## config.mk

```make
export PLATFORM = sky130hd
export DESIGN_NAME = display_decimal
export DESIGN_NICKNAME = d
export VERILOG_FILES = /design/src/rtl/display_pkg.sv /design/src/rtl/seg7_decoder.sv /design/src/rtl/display_decimal.sv
export SDC_FILE = /design/constraint.sdc
export NUM_CORES = 1
export LEC_CHECK = 0
export CAP_MARGIN = 20
export CORE_MARGIN = 4
export CORE_UTILIZATION = 37
export CTS_CLUSTER_SIZE = 20
export DETAILED_ROUTE_END_ITERATION = 6
export PLACE_DENSITY = 0.58
export SLEW_MARGIN = 10
export SYNTH_ARGS = -nofsm -noshare
export SYNTH_HDL_FRONTEND = slang
export SYNTH_SLANG_ARGS = --single-unit
```

## constraint.sdc

```tcl
create_clock -name clk -period 1.7 [get_ports clk]
set_input_delay 0.34 -clock clk [delete_from_list [all_inputs] [get_ports clk]]
set_output_delay 0.34 -clock clk [all_outputs]
set_load 0.01 [all_outputs]
```

## src/rtl/display_pkg.sv

```systemverilog
// Shared types and 7-segment encodings for the decimal display driver.
// Segment codes are active-low, packed g..a (bit 6 = g, bit 0 = a).
package display_pkg;

  typedef enum logic [1:0] {
    OCIOSO   = 2'd0,
    CONVERTE = 2'd1,
    ATUALIZA = 2'd2
  } state_t;

  localparam logic [6:0] SEG_DASH  = 7'b0111111;
  localparam logic [6:0] SEG_BLANK = 7'b1111111;

  function automatic logic [6:0] seg_code(input logic [3:0] digit);
    logic [6:0] code;
    case (digit)
      4'd0:    code = 7'b1000000;
      4'd1:    code = 7'b1111001;
      4'd2:    code = 7'b0100100;
      4'd3:    code = 7'b0110000;
      4'd4:    code = 7'b0011001;
      4'd5:    code = 7'b0010010;
      4'd6:    code = 7'b0000010;
      4'd7:    code = 7'b1111000;
      4'd8:    code = 7'b0000000;
      4'd9:    code = 7'b0010000;
      default: code = SEG_BLANK;
    endcase
    return code;
  endfunction

endpackage

```

## src/rtl/seg7_decoder.sv

```systemverilog
// One BCD digit to active-low 7-segment code; dash overrides blank,
// blank overrides the digit.
module seg7_decoder
  import display_pkg::*;
(
  input  logic [3:0] i_bcd,
  input  logic       i_blank,
  input  logic       i_dash,
  output logic [6:0] o_seg
);

  always_comb begin
    if (i_dash)
      o_seg = SEG_DASH;
    else if (i_blank)
      o_seg = SEG_BLANK;
    else
      o_seg = seg_code(i_bcd);
  end

endmodule

```

## src/rtl/display_decimal.sv

```systemverilog
// Decimal display driver: sequential double-dabble conversion of a loaded
// binary value, then a single-cycle update of all active-low digit outputs.
module display_decimal
  import display_pkg::*;
#(
  parameter int WIDTH  = 16,
  parameter int DIGITS = 4
) (
  input  logic                  clk,
  input  logic                  rst_n,
  input  logic [WIDTH-1:0]      valor,
  input  logic                  carregar,
  input  logic                  apagar_zeros,
  output logic                  ocupado,
  output logic                  pronto,
  output logic [7*DIGITS-1:0]   hex
);

  function automatic logic [63:0] pow10_minus1(input int n);
    logic [63:0] p;
    p = 64'd1;
    for (int i = 0; i < n; i++)
      p = p * 64'd10;
    return p - 64'd1;
  endfunction

  localparam logic [63:0] MAX = pow10_minus1(DIGITS);
  localparam int          CW  = $clog2(WIDTH + 1);
  localparam int          BW  = 4 * DIGITS;

  state_t              r_state;
  state_t              w_next;
  logic [WIDTH-1:0]    r_bin;
  logic [BW-1:0]       r_bcd;
  logic [BW-1:0]       w_bcd_adj;
  logic [CW-1:0]       r_cnt;
  logic                r_blank_en;
  logic                r_ovf;
  logic                r_pronto;
  logic [7*DIGITS-1:0] r_hex;
  logic [7*DIGITS-1:0] w_seg;
  logic [DIGITS-1:0]   w_dig_blank;
  logic                w_load;
  logic                w_shift;
  logic                w_update;

  always_ff @(posedge clk or negedge rst_n) begin
    if (!rst_n)
      r_state <= OCIOSO;
    else
      r_state <= w_next;
  end

  always_comb begin
    w_next = r_state;
    case (r_state)
      OCIOSO:   if (carregar) w_next = CONVERTE;
      CONVERTE: if (r_cnt == CW'(1)) w_next = ATUALIZA;
      ATUALIZA: w_next = OCIOSO;
      default:  w_next = OCIOSO;
    endcase
  end

  always_comb begin
    ocupado  = (r_state != OCIOSO);
    w_load   = (r_state == OCIOSO) && carregar;
    w_shift  = (r_state == CONVERTE);
    w_update = (r_state == ATUALIZA);
  end

  always_comb begin
    w_bcd_adj = r_bcd;
    for (int k = 0; k < DIGITS; k++) begin
      if (r_bcd[4*k +: 4] >= 4'd5)
        w_bcd_adj[4*k +: 4] = r_bcd[4*k +: 4] + 4'd3;
    end
  end

  // A one shifted out of the top nibble also means the value needs more
  // digits than we have, so it folds into the overflow flag.
  always_ff @(posedge clk or negedge rst_n) begin
    if (!rst_n) begin
      r_bin      <= '0;
      r_bcd      <= '0;
      r_cnt      <= '0;
      r_blank_en <= 1'b0;
      r_ovf      <= 1'b0;
    end else if (w_load) begin
      r_bin      <= valor;
      r_bcd      <= '0;
      r_cnt      <= CW'(WIDTH);
      r_blank_en <= apagar_zeros;
      r_ovf      <= (64'(valor) > MAX);
    end else if (w_shift) begin
      r_bcd <= {w_bcd_adj[BW-2:0], r_bin[WIDTH-1]};
      r_bin <= {r_bin[WIDTH-2:0], 1'b0};
      r_cnt <= r_cnt - CW'(1);
      r_ovf <= r_ovf | w_bcd_adj[BW-1];
    end
  end

  // Walk down from the top digit; a digit is blanked while every digit
  // above it (and itself) is zero. Digit 0 always shows.
  always_comb begin
    logic v_run;
    v_run       = 1'b1;
    w_dig_blank = '0;
    for (int k = DIGITS - 1; k >= 1; k--) begin
      v_run          = v_run & (r_bcd[4*k +: 4] == 4'd0);
      w_dig_blank[k] = r_blank_en & v_run;
    end
  end

  for (genvar k = 0; k < DIGITS; k++) begin : g_dig
    seg7_decoder u_dec (
      .i_bcd   (r_bcd[4*k +: 4]),
      .i_blank (w_dig_blank[k]),
      .i_dash  (r_ovf),
      .o_seg   (w_seg[7*k +: 7])
    );
  end

  always_ff @(posedge clk or negedge rst_n) begin
    if (!rst_n) begin
      r_hex    <= {DIGITS{SEG_BLANK}};
      r_pronto <= 1'b0;
    end else begin
      r_pronto <= w_update;
      if (w_update)
        r_hex <= w_seg;
    end
  end

  assign hex    = r_hex;
  assign pronto = r_pronto;

endmodule

```

# --- Word level (Yosys, flattened, before mapping) ---
# Memory sizes are Yosys's and may differ from the RTL's.
# Cells that the tools add are included.
word_totals:
  ff_bits: 70
  romBits: 448
  inputBits: 20
  out_inout_bits: 30
  elab_cells: 63
  mem_count: 4
memory_table:
  columns: ["memory", "depth", "width", "read_ports", "rd_ports_with_merged_regs", "write_ports", "line", "rtl"]
  rows:
  - ["(name not given)", 16, 7, 1, 0, 0, "display_pkg.sv:16", "case (digit)"]
  - ["(name not given)", 16, 7, 1, 0, 0, "display_pkg.sv:16", null]
  - ["(name not given)", 16, 7, 1, 0, 0, "display_pkg.sv:16", null]
  - ["(name not given)", 16, 7, 1, 0, 0, "display_pkg.sv:16", null]
classes:
  n_addsub: 5
  n_lt_le_gt_ge: 5
  eq_ne: 5
  n_mux: 22
  bitwise_logic: 6
  reduce_logical: 8
ops:
  columns: ["cell", "count"]
  rows:
  - ["$mux 16", 4]
  - ["$mux 7", 7]
  - ["$add 4x2->4 const B", 4]
  - ["$ge 4x3->1 const B", 4]
  - ["$gt 16x14->1 const B", 1]
  - ["$mux 4", 4]
  - ["$logic_not 4->1", 3]
  - ["$mux 5", 2]
  - ["$and 1x1->1", 5]
  - ["$eq 5x1->1 const B", 1]
  - ["$sub 5x1->5 const B", 1]
  - ["$mux 2", 2]
  - ["$pmux 2 s2", 1]
  - ["$reduce_bool 2->1", 2]
  - ["$eq 2x1->1 const B", 1]
  - ["$eq 2x2->1 const B", 1]
  - ["$logic_not 2->1", 1]
  - ["$mux 1", 2]
  - ["$ne 2x1->1 const B", 1]
  - ["$ne 2x2->1 const B", 1]
  - ["$reduce_and 2->1", 1]
  - ["$logic_and 1x1->1", 1]
  - ["$or 1x1->1", 1]

# --- Logic depth before layout (Yosys ltp) ---
depth:
  ltp_word: 6
  depth_mapped: 7
  depth_no_buf: 7

# --- Cells and area by module ---
# A second synthesis with hierarchy kept.
unflattened:
  hier_cells: 403
  hier_area_um2: 4154.0
by_module_without_submodules:
  columns: ["mod", "instances", "cells_each", "area_each_um2", "seq_area_each_um2"]
  rows:
  - ["display_decimal", 1, 283, 3228.1, 1786.7]
  - ["seg7_decoder", 4, 30, 231.5, 0.0]

# --- Least setup slack after synthesis ---
# No wires, ideal clock.
synth_path:
  path_type: "register -> register"
  startpoint: "register r_bcd[5]"
  endpoint: "register r_bcd[7]"
  arrival_time_ps: 1396
  required_time_ps: 1569
  setup_slack_ps: 173
  path_stages_with_launch: 7
  period_less_slack_ps: 1527
  path_cell_list: "dfrtp_1 > inv_1 > ha_1 > ha_1 > mux2_2 > o21ai_0 > o21ai_1"
synth_between:
  elab_chain_len: 4
synth_rtl:
  columns: ["element", "line", "rtl"]
  rows:
  - ["from (decl)", "display_decimal.sv:34", "logic [BW-1:0] r_bcd;"]
  - ["from (signal assigned)", "display_decimal.sv:95", "r_bcd <= {w_bcd_adj[BW-2:0], r_bin[WIDTH-1]};"]
  - ["$add 4x2->4 / $ge 4x3->1 (equally long branches)", "display_decimal.sv:75, display_decimal.sv:74", null]
  - ["$mux 4 *", "display_decimal.sv:74", "if (r_bcd[4*k +: 4] >= 4'd5)"]
  - ["$mux 16 *", "display_decimal.sv:94", "end else if (w_shift) begin"]
  - ["$mux 16 *", "display_decimal.sv:88", "end else if (w_load) begin"]
# Every way passes the cells marked *; elsewhere a longest branch is shown, timed or not. The select of a mux whose other input is x is not followed.
# A chain may end at the register's enable or synchronous reset.

# --- Final worst setup path ---
layout_path:
  startpoint: "register r_bcd[0]"
  endpoint: "register r_bcd[2]"
# The elaborated chain is that of the path after synthesis.

==> impl_metrics.csv <==
group,metric,value,unit
cts,cts-hold-fix-buffers,0,
floorplan,fp.coreArea,9910,um^2
placed_design,pre_cts_ws,-0.0716,ns
drt,final_antenna_net_count,0,
timing,fin_crit,1.60,ns
drt,drt-initial-drc-count,125,
power_and_ir_drop,p_comb_share,49.4,%
synth,ys_ff_latch,70,
global_routing,grt_util_all_layers,15.8,%
final_layout,final_util,49.0,%
synth,synth_area_per_cell,9.46,um^2
synth,synth-xor-area-share,1.15,%
setup_path,reg2reg_to,"r_bcd[2]",
synth,syn-cell-area,3800,um^2
synth,synth_mux_area_share,1.35,%
synth,synth_flop_cell,"dfrtp_1",
drt,drt-total-wl,8.89,mm
cts,clock-sinks,70,
drt,drc,0,
cts,clk_path_buf_depth,2,
synth,synth_compound_area_share,20.5,%
cts,postCtsSetupBuffers,0,
setup_path,cp.required,1.94,ns
floorplan,num_rows,36,
timing,rsz0062_at_grt,"no",
floorplan,dieArea,12000,um^2
global_routing,antenna_found_initial,0,
synth,syn_inst,402,
setup_path,crit_path_end,"r_bcd[2]",
synth,synth-edff-count,0,
drt,wl_per_cell,14.5,um
floorplan,initial_core_util,38.4,%
synth,synthSimpleGateAreaFrac,17.0,%
hold_path,min_path_type,"in -> async",
setup_path,r2r_slack,0.1,ns
global_routing,grt-ovfl-total,0,
timing,worst_slack,0.0957,ns
final_layout,stdcell_count,611,
cts,clkSlewWorstSetupHoldPaths,0.07,ns
cts,numCtsBuffers,9,
timing,maxSlewViolCount,0,
placed_design,gp_congestion,0.884,
synth,yosys.area.top_type,"dfrtp_1",
power_and_ir_drop,power,8.15,mW
setup_path,critPathArrivalTime,1.85,ns
setup_path,r2r_cells,6,
final_layout,antennaDiodeCount,0,
timing,tightest_slew,0.481,ns
power_and_ir_drop,p_leak,2.07,nW
cts,cts_tree,"done",
power_and_ir_drop,p_sw,3.28,mW
setup_path,critPathKind,"reg -> reg",
synth,synth_top_cell_area_share,27.6,%
synth,synth-seq-area-share,47.0,%
power_and_ir_drop,p_int,4.87,mW
power_and_ir_drop,p_per_area,1680,nW/um^2
final_layout,nets,518,
final_layout,final_layout_size_suffix_gt1_share,20.5,%
placed_design,place_inst,595,
global_routing,grt_max_degree,71,
cts,cts_root_buffer,"clkbuf_8",
setup_path,crit_path_start,"r_bcd[0]",
timing,clock.fmax,623,MHz
final_layout,final_cell_mix,"50 x nand2_1, 41 x dfrtp_1, 31 x buf_4",
global_routing,grt_pass1_vias,3072,
synth,netlist-cell-type-count,50,
drt,firstDrtPassIters,5,
global_routing,grt_first_pass_wirelength,15.0,mm
synth,netlist_top_cells_area,"dfrtp_1 28%, dfstp_2 19%, ha_1 8.2%",
floorplan,io_pins,50,
cts,clk_latency,0.34,ns
synth,syn_nets,447,
timing,hold_viol,0,
power_and_ir_drop,seq_power_share,31.4,%
cts,htreeDepth,3,
final_layout,layout_commonest_cell,"nand2_1",
setup_path,r2r-start,"r_bcd[0]",
final_layout,area_growth,27.6,%
placed_design,port_buffers,49,
synth,synth_top_family_by_area,"compound AO/OA/AOI/OAI gates",
placed_design,post-dp-hpwl,6.37,mm
drt,vias,3127,
timing,setup_viol,0,
setup_path,cp-end-kind,"flop",
power_and_ir_drop,peakVddDrop,880,uV
flow_run,drv_cap,0,
setup_path,worst_setup_path_start_kind,"flop",
floorplan,die_h,109,um
setup_path,critPathMaxFanout,5,
power_and_ir_drop,power.share.clock,19.3,%
run_status,outcome,"complete, no violations",
synth,postSynth.asyncResetShare,100,%
timing,skew,0.00681,ns
power_and_ir_drop,p_sw_share,40.2,%
synth,yosys_warnings,0,
synth,synth_fa_ha_area_share,8.23,%
drt,via_per_inst,5.12,
timing,min_period_over_period,94.4,%
timing,slew_headroom,67.8,%
floorplan,fp.dieW,109,um
worst max-delay path, stage by stage, from the launching register on:
cell and delay [ns]:
dfrtp_1 0.42, inv_1 0.13, ha_1 0.27, nand2b_1 0.16
a21oi_2 0.10, or3_1 0.33, o311ai_1 0.09
power by group through the flow:
stage                     Sequential (mW)  Clock, mW  Combinational, mW
after floorplan                      2.56          0               2.73
after global placement               2.56          0               3.90
after detailed placement             2.56          0               3.99
after CTS                            2.55       1.62               3.99
after global routing                 2.62       1.69               4.60
final                                2.56       1.57               4.02
cells by family after synthesis:
kind of cell / count (synthesis)
xor gates and xnor gates: 5
and+or+nand+nor: 134
DFF: 70
muxes: 5
adders and majority gates: 25
AOI/OAI and AO/OA: 119
buffers and inverters: 44
worst min path at each step:
stage	from	endpoint	slack (ns)	cells past startpoint
finish	rst_n	r_cnt[3]	0.02	2
global route	rst_n	r_cnt[4]	0.04	2
CTS	rst_n	r_cnt[4]	0.02	2
detailed placement	rst_n	r_cnt[4]	0.39	2
global placement	rst_n	r_cnt[4]	0.39	2
floorplan	rst_n	pronto	0.04	0
sequential cells by signal, summed over array words and instances, names as in the netlist:
register and count:
r_blank_en 1, r_cnt 5, r_ovf 1, r_bcd 16
r_state 2, hex 28, r_bin 16, pronto 1
area by class of cell:
cell class	count	area, um^2
Multi-Input combinational cell	288	1880
Fill cell	970	5060
Tap cell	133	166
Sequential cell	70	1790
Clock buffer	13	169
Clock inverter	3	65.1
Inverter	23	86.3
Timing Repair Buffer	81	702
through the flow:
stage	hold slack (ns)	area (um^2)	setup TNS, ns
after floorplan	0.0444	3800	0
after global placement	0.395	4610	-0.134
after detailed placement	0.394	4610	-0.778
after CTS	0.0200	4810	0
after global routing	0.0363	4850	0
final	0.0163	4850	0
synth_stat cells, drive strengths merged (2+ instances only):
cell type / number
o21ai: 38
and2: 3
and3: 3
a21oi: 21
dfstp: 28
nor2b: 6
o31ai: 4
or3: 2
clkbuf: 10
nand4: 2
o21bai: 3
nand2: 50
o311ai: 2
ha: 25
nand3: 19
dfrtp: 42
nor3: 3
a22oi: 15
a2111oi: 2
or4: 3
o31a: 2
nor3b: 6
buf: 11
nand2b: 6
o22a: 15
a211oi: 2
nor2: 29
mux2i: 4
a22o: 2
a31oi: 5
inv: 23
xnor2: 4
o21ba: 2
layer usage:
metal	share of wire [%]	up-vias	GRT usage, %	wire, um
li1	-	1571	-	-
met1	50	1484	22.7	4400
met2	45	67	24.1	3990
met3	4.7	5	3.17	422
met4	0.77	0	4.54	68
met5	0	-	0	0
what timing repair did:
| item | 4_1_cts | 5_1_grt |
|---|---|---|
| pin swaps | 0 | 1 |
| gates cloned | 0 | 0 |
| setup endpoints to repair | 29 | 12 |
| gates resized for setup | 31 | 10 |
Note: power is estimated with default switching activity, not from simulation.
